==> src/rtl/dog_rd_seq.sv <==
// Frame read sequencer for the DoG datapath: row pass then column pass over a DIM x DIM image,
// each line followed by PAD edge-replicated samples, delivered as an aligned pixel stream.
module dog_rd_seq #(
  parameter int unsigned PAD      = 6,
  parameter int unsigned RD_LAT   = 1,
  parameter int unsigned LINE_GAP = 2,
  parameter int unsigned DIM      = 256
) (
  input  logic        clk,
  input  logic        rst_n,
  input  logic        start,
  output logic        rd_en,
  output logic [15:0] rd_addr,
  output logic        src_sel,
  input  logic [7:0]  rd_data_in,
  output logic        pix_valid_out,
  output logic [7:0]  pix_data_out,
  output logic        line_start,
  output logic        pass,
  output logic        busy,
  output logic        done
);

  localparam int unsigned   XW      = $clog2(DIM + PAD + 1);
  localparam logic [XW-1:0] LastX   = XW'(DIM + PAD - 1);
  localparam logic [XW-1:0] DimX    = XW'(DIM);
  localparam logic [7:0]    LastY   = 8'(DIM - 1);
  localparam logic [3:0]    GapLast = 4'((LINE_GAP == 0) ? 0 : LINE_GAP - 1);
  localparam logic [3:0]    LatLast = 4'(RD_LAT - 1);

  typedef enum logic [2:0] {StIdle, StLine, StGap, StDrain, StDone} state_e;

  state_e        state_q, state_d;
  logic [XW-1:0] x_q, x_d;
  logic [7:0]    y_q, y_d;
  logic          pass_d;
  logic [3:0]    cnt_q, cnt_d;
  logic          pad_q, first_q;
  logic          issue_d;
  logic [7:0]    xb_d;

  logic [RD_LAT-1:0] vld_q, padp_q, firstp_q;
  logic [7:0]        last_pix_q;
  logic              pad_out;

  always_comb begin
    state_d = state_q;
    x_d     = x_q;
    y_d     = y_q;
    pass_d  = pass;
    cnt_d   = cnt_q;
    unique case (state_q)
      StIdle: begin
        if (start) begin
          state_d = StLine;
          x_d     = '0;
          y_d     = '0;
          pass_d  = 1'b0;
        end
      end
      StLine: begin
        if (x_q != LastX) begin
          x_d = x_q + XW'(1);
        end else begin
          x_d   = '0;
          cnt_d = '0;
          if (y_q != LastY) begin
            y_d     = y_q + 8'd1;
            state_d = (LINE_GAP == 0) ? StLine : StGap;
          end else if (!pass) begin
            pass_d  = 1'b1;
            y_d     = '0;
            state_d = (LINE_GAP == 0) ? StLine : StGap;
          end else begin
            state_d = StDrain;
          end
        end
      end
      StGap: begin
        if (cnt_q == GapLast) state_d = StLine;
        else cnt_d = cnt_q + 4'd1;
      end
      StDrain: begin
        if (cnt_q == LatLast) state_d = StDone;
        else cnt_d = cnt_q + 4'd1;
      end
      StDone:  state_d = StIdle;
      default: state_d = StIdle;
    endcase
  end

  // Issue outputs are registered from the next state so they line up with the line cycle.
  assign issue_d = (state_d == StLine);
  assign xb_d    = 8'(x_d);

  always_ff @(posedge clk or negedge rst_n) begin
    if (!rst_n) begin
      state_q <= StIdle;
      x_q     <= '0;
      y_q     <= '0;
      pass    <= 1'b0;
      cnt_q   <= '0;
      rd_en   <= 1'b0;
      rd_addr <= '0;
      pad_q   <= 1'b0;
      first_q <= 1'b0;
      busy    <= 1'b0;
      done    <= 1'b0;
    end else begin
      state_q <= state_d;
      x_q     <= x_d;
      y_q     <= y_d;
      pass    <= pass_d;
      cnt_q   <= cnt_d;
      rd_en   <= issue_d && (x_d < DimX);
      pad_q   <= issue_d && (x_d >= DimX);
      first_q <= issue_d && (x_d == '0);
      if (issue_d && (x_d < DimX)) rd_addr <= pass_d ? {xb_d, y_d} : {y_d, xb_d};
      busy    <= (state_d == StLine) || (state_d == StGap) || (state_d == StDrain);
      done    <= (state_d == StDone);
    end
  end

  // Sideband pipeline matched to the RAM read latency.
  always_ff @(posedge clk or negedge rst_n) begin
    if (!rst_n) begin
      vld_q      <= '0;
      padp_q     <= '0;
      firstp_q   <= '0;
      last_pix_q <= '0;
    end else begin
      vld_q[0]    <= rd_en | pad_q;
      padp_q[0]   <= pad_q;
      firstp_q[0] <= first_q;
      for (int k = 1; k < int'(RD_LAT); k++) begin
        vld_q[k]    <= vld_q[k-1];
        padp_q[k]   <= padp_q[k-1];
        firstp_q[k] <= firstp_q[k-1];
      end
      if (pix_valid_out && !pad_out) last_pix_q <= rd_data_in;
    end
  end

  assign pix_valid_out = vld_q[RD_LAT-1];
  assign pad_out       = padp_q[RD_LAT-1];
  assign line_start    = firstp_q[RD_LAT-1];
  assign pix_data_out  = !pix_valid_out ? 8'h00 : (pad_out ? last_pix_q : rd_data_in);
  assign src_sel       = pass;

endmodule

==> config.mk <==
export PLATFORM = sky130hd
export DESIGN_NAME = dog_rd_seq
export DESIGN_NICKNAME = d
export VERILOG_FILES = /design/src/rtl/dog_rd_seq.sv
export SDC_FILE = /design/constraint.sdc
export NUM_CORES = 1
export LEC_CHECK = 0
export CORE_AREA = 8 8 73 101
export CTS_CLUSTER_SIZE = 20
export DETAILED_ROUTE_END_ITERATION = 6
export DIE_AREA = 0 0 81 109
export PLACE_DENSITY = 0.75
export SYNTH_ARGS = -nofsm -noshare
export SYNTH_HDL_FRONTEND = slang
export SYNTH_SLANG_ARGS = --single-unit
==> constraint.sdc <==
create_clock -name clk -period 2.49 [get_ports clk]
set_input_delay 0.3735 -clock clk [delete_from_list [all_inputs] [get_ports clk]]
set_output_delay 0.3735 -clock clk [all_outputs]
set_load 0.05 [all_outputs]
=== Word-level counts from Yosys, hierarchy flattened ===
Cells that the tools add are included.

* Output and inout bits: 31
* Word-level logic and storage cells: 72
* Register bits: 57

* Bitwise logic cells: 1
* Equality and inequality tests: 13
* Order comparisons: 2
* Muxes and demuxes: 26
* Reductions and logical operators: 12
* Add/subtract/negate cells: 3

{| class="wikitable"
|+ Operators with widths
! kind !! count
|-
| two-way mux 8 bit || 6
|-
| two-way mux 9 bit || 2
|-
| one-hot mux 9 bit (2 select lines) || 1
|-
| two-way mux 16 bit || 1
|-
| one-hot mux 8 bit (2 select lines) || 1
|-
| equality test 3 x 2 -> 1 bit, second input constant || 4
|-
| two-way mux 3 bit || 4
|-
| two-way mux 4 bit || 3
|-
| one-hot mux 3 bit (4 select lines) || 1
|-
| one-hot mux 4 bit (3 select lines) || 1
|-
| adder 9 x 1 -> 9 bit, second input constant || 1
|-
| >= comparator 9 bit, second input constant || 1
|-
| logical NOT 9 bit || 1
|-
| < comparator 9 bit, second input constant || 1
|-
| inequality test 9 bit, second input constant || 1
|-
| adder 8 x 1 -> 8 bit, second input constant || 1
|-
| inequality test 8 bit, second input constant || 1
|-
| equality test 3 x 1 -> 1 bit, second input constant || 2
|-
| inequality test 2 bit, second input constant || 3
|-
| two-way mux 1 bit || 5
|-
| adder 4 x 1 -> 4 bit, second input constant || 1
|-
| equality test 4 x 1 -> 1 bit, second input constant || 1
|-
| logical AND 1 bit || 4
|-
| logical NOT 4 bit || 1
|-
| other kinds (8) || 9
|}

=== Longest topological paths before layout ===
* Depth in word-level cells: 7
* Depth in mapped cells: 10

=== Worst setup path before layout ===
No wires, ideal clock.

* Kind: flip-flop to flip-flop
* Start: reg pass
* End: reg rd_addr[10]
* Arrival: 2.237 ns
* Clock period less this slack: 2.362 ns
* Library setup time: 0.125 ns
* Cell stages (with the launch flop): 8
* Setup slack: 0.128 ns
* Data required time: 2.365 ns
* Cell sequence: dfrtp_1 inv_1 or3_1 a21oi_1 o2111ai_2 nor2_4 buf_6 mux2_4

* Word-level cells in the longest chain between the ends: 6

{| class="wikitable"
|+ RTL lines
! item !! RTL line !! source
|-
| start: declaration || 19 || <nowiki>output logic pass,</nowiki>
|-
| start signal: assignment || 113 || <nowiki>pass <= pass_d;</nowiki>
|-
| two-way mux 1 bit || 70 || <nowiki>end else if (!pass) begin</nowiki>
|-
| two-way mux 1 bit || 67 || <nowiki>if (y_q != LastY) begin</nowiki>
|-
| two-way mux 3 bit || 62 || <nowiki>if (x_q != LastX) begin</nowiki>
|-
| one-hot mux 3 bit (4 select lines) || 52 || <nowiki>unique case (state_q)</nowiki>
|-
| equality test 3 x 1 -> 1 bit || 93 || <nowiki>assign issue_d = (state_d == StLine);</nowiki>
|-
| logical AND 1 bit || 118 || <nowiki>if (issue_d && (x_d < DimX)) rd_addr <= pass_d ? {xb_d, y_d} : {y_d, xb_d};</nowiki>
|-
| end signal: assignment || 118 ||
|-
| end: declaration || 13 || <nowiki>output logic [15:0] rd_addr,</nowiki>
|}

Parallel ways exist; a longest one is shown, timed or not.
A chain may end at the register's enable or synchronous reset.

=== Worst setup path after layout ===
* Start: reg x_q[6]
* End: reg rd_addr[8]

* Word-level cells in the longest chain between the ends: 5

{| class="wikitable"
|+ RTL lines
! item !! RTL line !! source
|-
| start: declaration || 34 || <nowiki>logic [XW-1:0] x_q, x_d;</nowiki>
|-
| start signal: assignment || 99 || <nowiki>x_q <= '0;</nowiki>
|-
| start signal: assignment || 111 || <nowiki>x_q <= x_d;</nowiki>
|-
| adder 9 x 1 -> 9 bit or inequality test 9 bit (tied branches) || 63, 62 ||
|-
| two-way mux 9 bit or two-way mux 3 bit (tied branches) || 62 ||
|-
| one-hot mux 9 bit (2 select lines) or one-hot mux 3 bit (4 select lines) (tied branches) || 52 ||
|-
| < comparator 9 bit or equality test 3 x 1 -> 1 bit (tied branches) || 118, 93 ||
|-
| logical AND 1 bit || 118 ||
|}

Parallel ways exist; a longest one is shown, timed or not.

==> results <==
-- synth_stat cells (all sizes together) (5+ instances only) --
library cell  count  area [µm²]
a21oi            10       50.05
buf               9       62.55
dfrtp            57        1426
ha                6       75.07
inv              18       67.56
mux2             28       345.3
mux2i            11       110.1
nand2            20       75.07
nand3             6       30.03
nand4             6       37.54
nor2             16       77.58
nor2b            10       62.56
o21ai            19       110.1
o22ai             5       31.28
-- cells in the final DEF, fill, tap and decap left out, types with 2 or more instances in the layout --
cell and count:
clkdlybuf4s50_1 32, or3_1 3, nand2_1 20, and3_1 4, dfrtp_1 57, a41oi_1 4, mux2i_1 11, inv_1 17
nor2b_1 10, clkinvlp_4 2, nand4_1 6, clkinv_4 2, a21oi_1 10, mux2_2 19, nand2b_1 4, nand3_1 6
o211ai_1 3, a21o_1 3, nor3b_1 3, nor4_1 3, xor2_1 3, a31oi_1 4, ha_1 6, o22ai_1 5
and4_1 3, mux2_4 8, and2_1 2, nand3b_1 2, nor2_1 13, o21ai_0 17, buf_4 39, clkbuf_8 10
nor2_4 2, buf_12 2
-- path summary, 6_finish.rpt --
| check | from | endpoint | cells after the start |
|---|---|---|---|
| max | x_q[6] | rd_addr[8] | 7 |
| min | rst_n | y_q[6] | 1 |
| max reg2reg | x_q[6] | rd_addr[8] | 7 |
| min reg2reg | first_q | line_start | 0 |
| max in group asynchronous | rst_n | rd_addr[0] | 2 |
| min in group clk | first_q | line_start | 0 |
-- critical path, stage by stage, from the launching register on --
cell	delay, ps
dfrtp_1	420
or4_4	580
nor3_4	370
buf_4	200
nor2b_1	180
o22ai_1	170
mux2i_1	180
mux2_4	160
-- flip-flops by register name (all words and copies together) (netlist names) --
signal,count
state_q,3
pix_valid_out,1
done,1
pass,1
rd_addr,16
line_start,1
first_q,1
rd_en,1
last_pix_q,8
cnt_q,4
busy,1
x_q,9
y_q,8
pad_out,1
pad_q,1
-- layer usage --
| metal | share of wire | GRT usage | up-vias |
|---|---|---|---|
| li1 | - | - | 1194 |
| met1 | 0.40 | 0.1918 | 1195 |
| met2 | 0.50 | 0.2841 | 86 |
| met3 | 0.053 | 0.03713 | 22 |
| met4 | 0.043 | 0.1423 | 0 |
| met5 | 0 | 0 | - |
-- area by class of cell --
cell class / count / area share
repair buffers: 74 / 0.1645
multi-input cells: 203 / 0.3882
clock buffers: 10 / 0.03441
flip-flops and latches: 57 / 0.3566
well taps: 72 / 0.02252
clock inverters: 6 / 0.01689
inverters: 18 / 0.01689
-- metrics by stage --
step | area [µm²] | worst slack, ps | instances | power [W] | utilization
floorplan | 3117 | 128.0 | 289 | 0.002732 | -
global placement | 3775 | 90.26 | 423 | 0.003280 | 0.6338
detailed placement | 3775 | 77.41 | 423 | 0.003327 | 0.6338
CTS | 3980 | 85.21 | 439 | 0.004212 | 0.6683
global route | 4000 | 49.62 | 440 | 0.004478 | 0.6716
finish | 4000 | 167.3 | 440 | 0.004241 | 0.6716
-- report_power, final --
group	leakage, nW	total [W]	switching [W]	internal [W]
sequential	0.741	0.00130	0.000157	0.00115
combinational	1.03	0.00206	0.00119	0.000867
clock	0.0985	0.000880	0.000390	0.000490
-- logic make-up (layout without fill, tap and decap cells) --
group / Yosys count / count (layout)
and+or+nand+nor: 94 / 94
AOI/OAI and AO/OA: 60 / 60
DFF: 57 / 57
muxes: 39 / 39
buffers and inverters: 29 / 108
adders and majority gates: 6 / 6
xor gates and xnor gates: 4 / 4
-- repair_timing --
item / in CTS / in global routing
setup buffers: 0 / 1
endpoints found under the setup margin: 0 / 17
resized for setup: 0 / 1
hold endpoints to repair: 0 / 0
==> metrics.log <==
[metrics] Max Slew Vio Count: 0
[metrics] part of the Yosys area used for sequential elements: 0.4576
[metrics] Antenna Nets Post-Route: 0
[metrics] fraction of final layout cells with drive strength greater than 1: 0.2717
[metrics] largest family of logic cells by synthesized area: simple AND/OR/NAND/NOR gates
[metrics] status: completed
[metrics] Initial Util: 0.5233
[metrics] Routability Congestion: 0.8758
[metrics] number of global-route vias before repair: 2590
[metrics] horizontal die dimension: between 80 and 90 µm
[metrics] reg-to-reg setup timing slack: 170 ps
[metrics] H-tree depth: 3
[metrics] count of clock tree sinks: 57
[metrics] Seq cells post-synth: 57
[metrics] path category of the worst min-delay check: in2async
[metrics] Final Hold Slack: 15.65 ps
[metrics] Clock Path Buffers: 2
[metrics] register cell area after layout: 1426 µm²
[metrics] maximum frequency from static timing analysis: between 400 and 500 MHz
[metrics] clock buffer count from CTS: 9
[metrics] peak fanout along the critical path: 6
[metrics] wire length of the first global-routing pass: 11940 µm
[metrics] average vias per placed instance: 5.675
[metrics] diodes inserted: 0
[metrics] average instance area after synthesis: 10.78 µm²
[metrics] count of max-cap constraint violations: 0
[metrics] arithmetic-cell share of the synthesized area counting full adders, half adders and majority gates: 0.02409
[metrics] Synth Area in Compound Gates: 0.1361
[metrics] setup-violating endpoint count in the final report: 0
[metrics] critical path startpoint category: flop
[metrics] maximum number of pins on one net before global-route repair: 34
[metrics] number of rows in the core area: 34
[metrics] Multi-input gate area: 1553 µm²
[metrics] die footprint: between 8000 and 9000 µm²
[metrics] post-synthesis xor/xnor area fraction: 0.01124
[metrics] setup repair after global routing missed its margin: no
[metrics] total core area: between 5000 and 6000 µm²
[metrics] number of antenna violations at the first check in global routing: 0
[metrics] count of hold buffers inserted by post-cts repair: 0
[metrics] type of the worst setup path: reg2reg
[metrics] predominant post-synthesis flop cell: dfrtp_1
[metrics] post-synthesis cell type count: between 60 and 70
[metrics] # IOs: 42
[metrics] Total Routing Usage GR: 0.1750
[metrics] number of enable flip-flop cells after synthesis: 0
[metrics] routed wirelength normalized by instance count: 16.70 µm
[metrics] CTS tree: built
[metrics] Pwr Density: between 1000 and 1500 nW/µm²
[metrics] overflow left after global routing: 0
[metrics] Post-Syn Nets: about 310
[metrics] number of fill cells: 469
[metrics] total via count in the routed design: 2497
[metrics] clock skew: 6.796 ps
[metrics] shortest period the worst path allows: around 2300 ps
[metrics] Worst Max-Slew Pin Slew: 646.2 ps
[metrics] crit end category: flop
[metrics] height of the die: 109 µm
[metrics] relative max-transition margin: 0.5624
[metrics] leakage: 1.873 nW
[metrics] final count of hold timing violations: 0
[metrics] cell area after synthesis: 3117 µm²
[metrics] Nets: between 300 and 400
[metrics] worst-case vdd ir drop: between 0.7 and 0.8 mV
[metrics] Required @ worst endpoint: between 2000 and 3000 ps
[metrics] DR DRC count: 0
[metrics] data arrival time of the critical path: around 2600 ps
[metrics] synthesized-area fraction occupied by and/or/nand/nor cells: 0.1807
[metrics] sum of net half-perimeters after detailed placement: 5471 µm
[metrics] DR pass1 iterations: 4
[metrics] Setup Total Neg Slack: 0 ps
[metrics] DRC violation total after the first TritonRoute iteration: 90
[metrics] layout overhead on the synthesized area: 28.34%
[metrics] library cell used as clock root buffer: clkbuf_8
[metrics] Cells after Synth: 289
[metrics] clock slew at the register clock pins of the worst setup and hold paths: 70 ps
[metrics] count of port buffers added during placement: between 40 and 50
[metrics] total of warnings raised by yosys: 0
[metrics] FFs w/ async S/R, synth: 1.000
[metrics] final period utilization: 0.9328
[metrics] final routed wirelength across all metal layers: about 7300 µm
[metrics] clock network latency to the later pin of the worst-skew pair: roughly 340 ps
[metrics] multiplexer fraction of the synthesized cell area: 0.1461
(Power assumes the default switching activity.)
